==> src/rtl/fnd_view_scheduler.sv <==
// rtl/fnd_view_scheduler.sv - FND display owner arbitration (watch/stopwatch/alarm), page select and blink.
// Optional FND_AUTO_PAGE_EN: periodic page toggle while the watch owns the display.
module fnd_view_scheduler #(
  parameter int ALARM_HOLD_MS  = 3000,
  parameter int BLINK_HALF_MS  = 500,
  parameter int PAGE_PERIOD_MS = 2000
) (
  input  logic       clk,
  input  logic       rst,
  input  logic       tick_1khz,
  input  logic       btn_mode,
  input  logic       btn_page,
  input  logic       alarm_req,
  output logic       alarm_gnt,
  input  logic [6:0] w_msec,
  input  logic [5:0] w_sec,
  input  logic [5:0] w_min,
  input  logic [4:0] w_hour,
  input  logic [6:0] s_msec,
  input  logic [5:0] s_sec,
  input  logic [5:0] s_min,
  input  logic [4:0] s_hour,
  input  logic [5:0] a_min,
  input  logic [4:0] a_hour,
  output logic [6:0] msec,
  output logic [5:0] sec,
  output logic [5:0] min,
  output logic [4:0] hour,
  output logic       page,
  output logic [1:0] owner,
  output logic       blank
);

  typedef enum logic [1:0] {
    S_WATCH     = 2'd0,
    S_STOPWATCH = 2'd1,
    S_ALARM     = 2'd2
  } state_t;

  localparam int HOLD_W  = $clog2(ALARM_HOLD_MS + 1);
  localparam int BLINK_W = $clog2(BLINK_HALF_MS + 1);
  localparam logic [HOLD_W-1:0]  HOLD_MAX   = HOLD_W'(ALARM_HOLD_MS);
  localparam logic [BLINK_W-1:0] BLINK_LAST = BLINK_W'(BLINK_HALF_MS - 1);

  state_t state, state_d;
  state_t ret, ret_d;
  logic   page_d, page_save, page_save_d, blank_d;
  logic [HOLD_W-1:0]  hold_cnt, hold_d;
  logic [BLINK_W-1:0] blink_cnt, blink_d;

`ifdef FND_AUTO_PAGE_EN
  localparam int PC_W = $clog2(PAGE_PERIOD_MS + 1);
  localparam logic [PC_W-1:0] PAGE_LAST = PC_W'(PAGE_PERIOD_MS - 1);
  logic [PC_W-1:0] page_cnt, page_cnt_d;
`else
  localparam int unused_page_period = PAGE_PERIOD_MS;
`endif

  always_comb begin
    state_d     = state;
    ret_d       = ret;
    page_d      = page;
    page_save_d = page_save;
    hold_d      = hold_cnt;
    blink_d     = blink_cnt;
    blank_d     = blank;
`ifdef FND_AUTO_PAGE_EN
    page_cnt_d  = page_cnt;
`endif
    case (state)
      S_WATCH, S_STOPWATCH: begin
        // Alarm preempts; any button arriving with it is dropped.
        if (alarm_req) begin
          state_d     = S_ALARM;
          ret_d       = state;
          page_save_d = page;
          page_d      = 1'b1;
          hold_d      = '0;
          blink_d     = '0;
          blank_d     = 1'b0;
        end else if (btn_mode) begin
          state_d = (state == S_WATCH) ? S_STOPWATCH : S_WATCH;
          page_d  = 1'b0;
`ifdef FND_AUTO_PAGE_EN
          page_cnt_d = '0;
`endif
        end else if (btn_page) begin
          page_d = ~page;
`ifdef FND_AUTO_PAGE_EN
          page_cnt_d = '0;
`endif
        end
`ifdef FND_AUTO_PAGE_EN
        else if (state == S_WATCH && tick_1khz) begin
          if (page_cnt == PAGE_LAST) begin
            page_d     = ~page;
            page_cnt_d = '0;
          end else begin
            page_cnt_d = page_cnt + 1'b1;
          end
        end
`endif
      end
      S_ALARM: begin
        if (hold_cnt == HOLD_MAX && !alarm_req) begin
          state_d = ret;
          page_d  = page_save;
          blank_d = 1'b0;
          blink_d = '0;
          hold_d  = '0;
`ifdef FND_AUTO_PAGE_EN
          page_cnt_d = '0;
`endif
        end else if (tick_1khz) begin
          if (hold_cnt != HOLD_MAX) hold_d = hold_cnt + 1'b1;
          if (blink_cnt == BLINK_LAST) begin
            blink_d = '0;
            blank_d = ~blank;
          end else begin
            blink_d = blink_cnt + 1'b1;
          end
        end
      end
      default: state_d = S_WATCH;
    endcase
  end

  always_ff @(posedge clk or posedge rst) begin
    if (rst) begin
      state     <= S_WATCH;
      ret       <= S_WATCH;
      page      <= 1'b0;
      page_save <= 1'b0;
      hold_cnt  <= '0;
      blink_cnt <= '0;
      blank     <= 1'b0;
      alarm_gnt <= 1'b0;
      owner     <= 2'd0;
      msec      <= '0;
      sec       <= '0;
      min       <= '0;
      hour      <= '0;
`ifdef FND_AUTO_PAGE_EN
      page_cnt  <= '0;
`endif
    end else begin
      state     <= state_d;
      ret       <= ret_d;
      page      <= page_d;
      page_save <= page_save_d;
      hold_cnt  <= hold_d;
      blink_cnt <= blink_d;
      blank     <= blank_d;
      alarm_gnt <= (state_d == S_ALARM);
      owner     <= state_d;
`ifdef FND_AUTO_PAGE_EN
      page_cnt  <= page_cnt_d;
`endif
      // Mux on the next owner so data and owner change on the same edge.
      case (state_d)
        S_STOPWATCH: begin
          msec <= s_msec;
          sec  <= s_sec;
          min  <= s_min;
          hour <= s_hour;
        end
        S_ALARM: begin
          msec <= '0;
          sec  <= '0;
          min  <= a_min;
          hour <= a_hour;
        end
        default: begin
          msec <= w_msec;
          sec  <= w_sec;
          min  <= w_min;
          hour <= w_hour;
        end
      endcase
    end
  end

endmodule

==> config.mk <==
export PLATFORM = sky130hd
export DESIGN_NAME = fnd_view_scheduler
export DESIGN_NICKNAME = d
export VERILOG_FILES = /design/src/rtl/fnd_view_scheduler.sv
export SDC_FILE = /design/constraint.sdc
export NUM_CORES = 1
export LEC_CHECK = 0
export BUFFER_PORTS_ARGS = -buffer_cell sky130_fd_sc_hd__clkbuf_2
export CAP_MARGIN = 30
export CELL_PAD_IN_SITES_DETAIL_PLACEMENT = 0
export CELL_PAD_IN_SITES_GLOBAL_PLACEMENT = 2
export CORE_MARGIN = 2
export CORE_UTILIZATION = 32
export CTS_CLUSTER_DIAMETER = 50
export DETAILED_ROUTE_END_ITERATION = 10
export GPL_ROUTABILITY_DRIVEN = 0
export PLACE_DENSITY_LB_ADDON = 0.15
export SYNTH_ARGS = -nofsm -noshare
export SYNTH_HDL_FRONTEND = slang
export SYNTH_SLANG_ARGS = --single-unit
export TNS_END_PERCENT = 30
==> constraint.sdc <==
create_clock -name clk -period 4.4 [get_ports clk]
set_input_delay 0.44 -clock clk [delete_from_list [all_inputs] [get_ports clk]]
set_output_delay 0.44 -clock clk [all_outputs]
set_load 0.02 [all_outputs]
==> metrics <==
outcome=completed; final setup TNS=0 ps; PD cells=approximately 440 nW/um^2; worst r2r path cells=9; first-pass GRT wire length=~11 mm; Fin. Hold Viols=0; Crit. End Element=flop; Post-DP Area=3179 um^2; Clk Latency, worst-skew pair=300 ps; Synth Area in Simple Gates=about a fifth; Psw=552.5 uW; grt peak-use layer=met2; Comb power frac=approximately a third; initial antenna violation count=0; pin count of the biggest net entering global routing=54; register share of total power=48.0%; met1 usage=between 10% and 20%; post-CTS setup buffer count=0; CTS resizes=0; # clock sinks=between 50 and 60; DIE HEIGHT=roughly 94 um; filler cell count=808; finished layout cell area=approximately 3300 um^2; Vias=roughly 2300; Max-slew headroom=between 30% and 40%; Final ANT Viol Nets=0; row count=32; DR DRC count=0; # IOs=94; ys async rst share=100.0%; CTS tree=done; vias per inst=5.059; met3 GRT Util=under 10%; final worst path period share=about four fifths; Post-Synthesis Mean Instance Area=between 10 and 15 um^2; Layout area overhead=24.84%; # setup viols final=0; largest family of logic cells by synthesized area=compound AO/OA/AOI/OAI gates; XOR/XNOR share of the synthesized area=0%; adder-cell area share of the yosys netlist=2.389%; die area=roughly 8900 um^2; Detail Placement HPWL=4.638 mm; fmax=about 290 MHz; Multi-input gate area=1196 um^2; Synth top area share=between 50% and 60%; Port Buf Inserts=slightly above 90; max cap viols=0; Yosys reg bits=between 50 and 60; fin cells=454; cell area after synthesis=2619 um^2; Compound-Gate Fraction of Synth Area=21.50%; clock skew=between 4 and 5 ps; Req. time, crit path=around 4600 ps; mux cell area share after synthesis=under 10%; vias in the first global route=roughly 2300; EDFF count, synth=0; Core Region=7848 um^2; Synth Flop Type=dfrtp_1; Worst R2R Start=hold_cnt[0]$_DFFE_PP0P_; Nets=approximately 420; switching share of total power=approximately two fifths; CP Data Arrival Time=approximately 3700 ps; top cell type by total area after synthesis=dfrtp_1; Starting Density=between 30 and 40%; DRT Pass-1 Iters=5; GRT met2 Usage=around 26%; Worst Hold Class=in -> async; Peak VDD IR=about 0.17 mV; setup slack, reg-to-reg=approximately 960 ps; overall power=between 1 and 1.5 mW; startpoint types=flop; syn nets=between 300 and 400; Slew @ Worst Pin=just under 1000 ps; Worst Path Max Fanout=14; final worst path period need=around 3400 ps; clock root buffer=clkbuf_8; RSZ-0062 raised after global routing=false; layout cells sized above 1=33.24%; top cells by area, synth=dfrtp_1, a22o_1, nand2_1; Leakage=roughly 1.6 nW; Clock Path Buffers=2; DRT iter0 DRCs=88; Cells after Synth=roughly 260; critical path class=reg -> reg; register area=between 1000 and 1500 um^2; Clock Power Share=about a fifth; worst r2r dst=msec[4]$_DFF_PP0_; count of cell types in the netlist=45; H-Tree Depth=2; Total GRT Usage=between 10% and 20%; number of CTS-inserted buffers=5; Worst-path clk slew=around 100 ps; Hold-fix buffers, CTS=0; Ys Warns=0; post-synthesis sequential area ratio=approximately 51%; residual overflow from global routing=0; internal power consumption=around 900 uW; drt wl/cell=around 15 um; placed insts=~450; WL final=about 6.6 mm; Final Slew Violations=0; # diodes=0; chip width=94.47 um
## worst max path at each step
| stage | startpoint | end |
|---|---|---|
| floorplan | hold_cnt[0]$_DFFE_PP0P_ | msec[1]$_DFF_PP0_ |
| global placement | hold_cnt[0]$_DFFE_PP0P_ | msec[2]$_DFF_PP0_ |
| detailed placement | hold_cnt[0]$_DFFE_PP0P_ | msec[6]$_DFF_PP0_ |
| CTS | hold_cnt[0]$_DFFE_PP0P_ | msec[6]$_DFF_PP0_ |
| global route | hold_cnt[0]$_DFFE_PP0P_ | sec[4]$_DFF_PP0_ |
| finish | hold_cnt[0]$_DFFE_PP0P_ | msec[4]$_DFF_PP0_ |
## logic make-up after synthesis
logic type | after synthesis
adder cells (fa/ha/maj) | 5
multiplexers | 7
AO/OA/AOI/OAI | 83
flip-flops | 53
buffers and inverters | 25
AND/OR/NAND/NOR | 88
## layout by cell type, fill, tap and decap left out, types with 6 or more instances in the layout
cell type	netlist	layout
a21o_1	8	8
a21oi_1	7	7
a22o_1	14	14
a22oi_1	11	11
clkbuf_2	0	93
dfrtp_1	53	53
inv_1	12	11
nand2_1	26	26
nand3_1	9	9
nor2_1	11	11
nor3_1	6	6
nor4_1	6	6
o21ai_0	15	15
o21ai_1	17	17
## per-stage QoR
stage	hold slack, ps	utilization (%)	worst slack [ps]
5_1_grt	337.3	41.66	551.4
3_5_place_dp	468.6	40.51	917.5
3_3_place_gp	476.9	40.51	997.3
4_1_cts	315.1	41.66	897.7
2_1_floorplan	447.4	-	1677
6_report	296.3	41.66	960.8
## final cells by class
| type | instances | share of cell area (%) |
|---|---|---|
| Clock inverter | 3 | 0.6506 |
| Multi-Input combinational cell | 183 | 36.59 |
| Timing Repair Buffer | 95 | 14.70 |
| Sequential cell | 53 | 40.57 |
| Tap cell | 102 | 3.904 |
| Inverter | 13 | 1.493 |
| Clock buffer | 5 | 2.105 |
## sequential cells by signal (all words and copies together), names as in the netlist
signal / flops
page_save: 1
state: 2
hold_cnt: 12
alarm_gnt: 1
blank: 1
blink_cnt: 9
ret: 2
sec: 6
msec: 7
hour: 5
page: 1
min: 6
## synth_stat cells, drive strengths merged, types with 4 or more instances
cell / instances
nand2: 26
nor3: 7
nand4: 4
o21ai: 33
and3: 5
a22o: 14
nor4: 8
clkbuf: 11
nand3: 9
inv: 13
a21o: 8
ha: 5
mux2: 4
a21oi: 8
dfrtp: 53
nor2: 11
a22oi: 11
nand2b: 5
## worst max-delay path, stage by stage (launching register included)
cell	delay (ps)
dfrtp_1	430
inv_1	70
ha_1	140
nand4bb_1	210
or3_4	430
o21a_1	200
a211oi_1	390
ha_1	580
nor2b_1	690
a22o_1	230
## routing by layer
metal  vias up  part of all wire (%)
met5         -                     0
met4         0                   1.7
met3         8                   8.8
met2        87                    47
met1      1072                    43
li1       1130                     -
## power by group through the flow
stage | logic [mW] | clock network (mW) | registers (mW)
3_3_place_gp | 0.480 | 0 | 0.699
2_1_floorplan | 0.261 | 0 | 0.755
3_5_place_dp | 0.481 | 0 | 0.704
6_report | 0.475 | 0.280 | 0.697
4_1_cts | 0.482 | 0.298 | 0.694
5_1_grt | 0.533 | 0.310 | 0.715
Power figures use the tool's default switching activity.
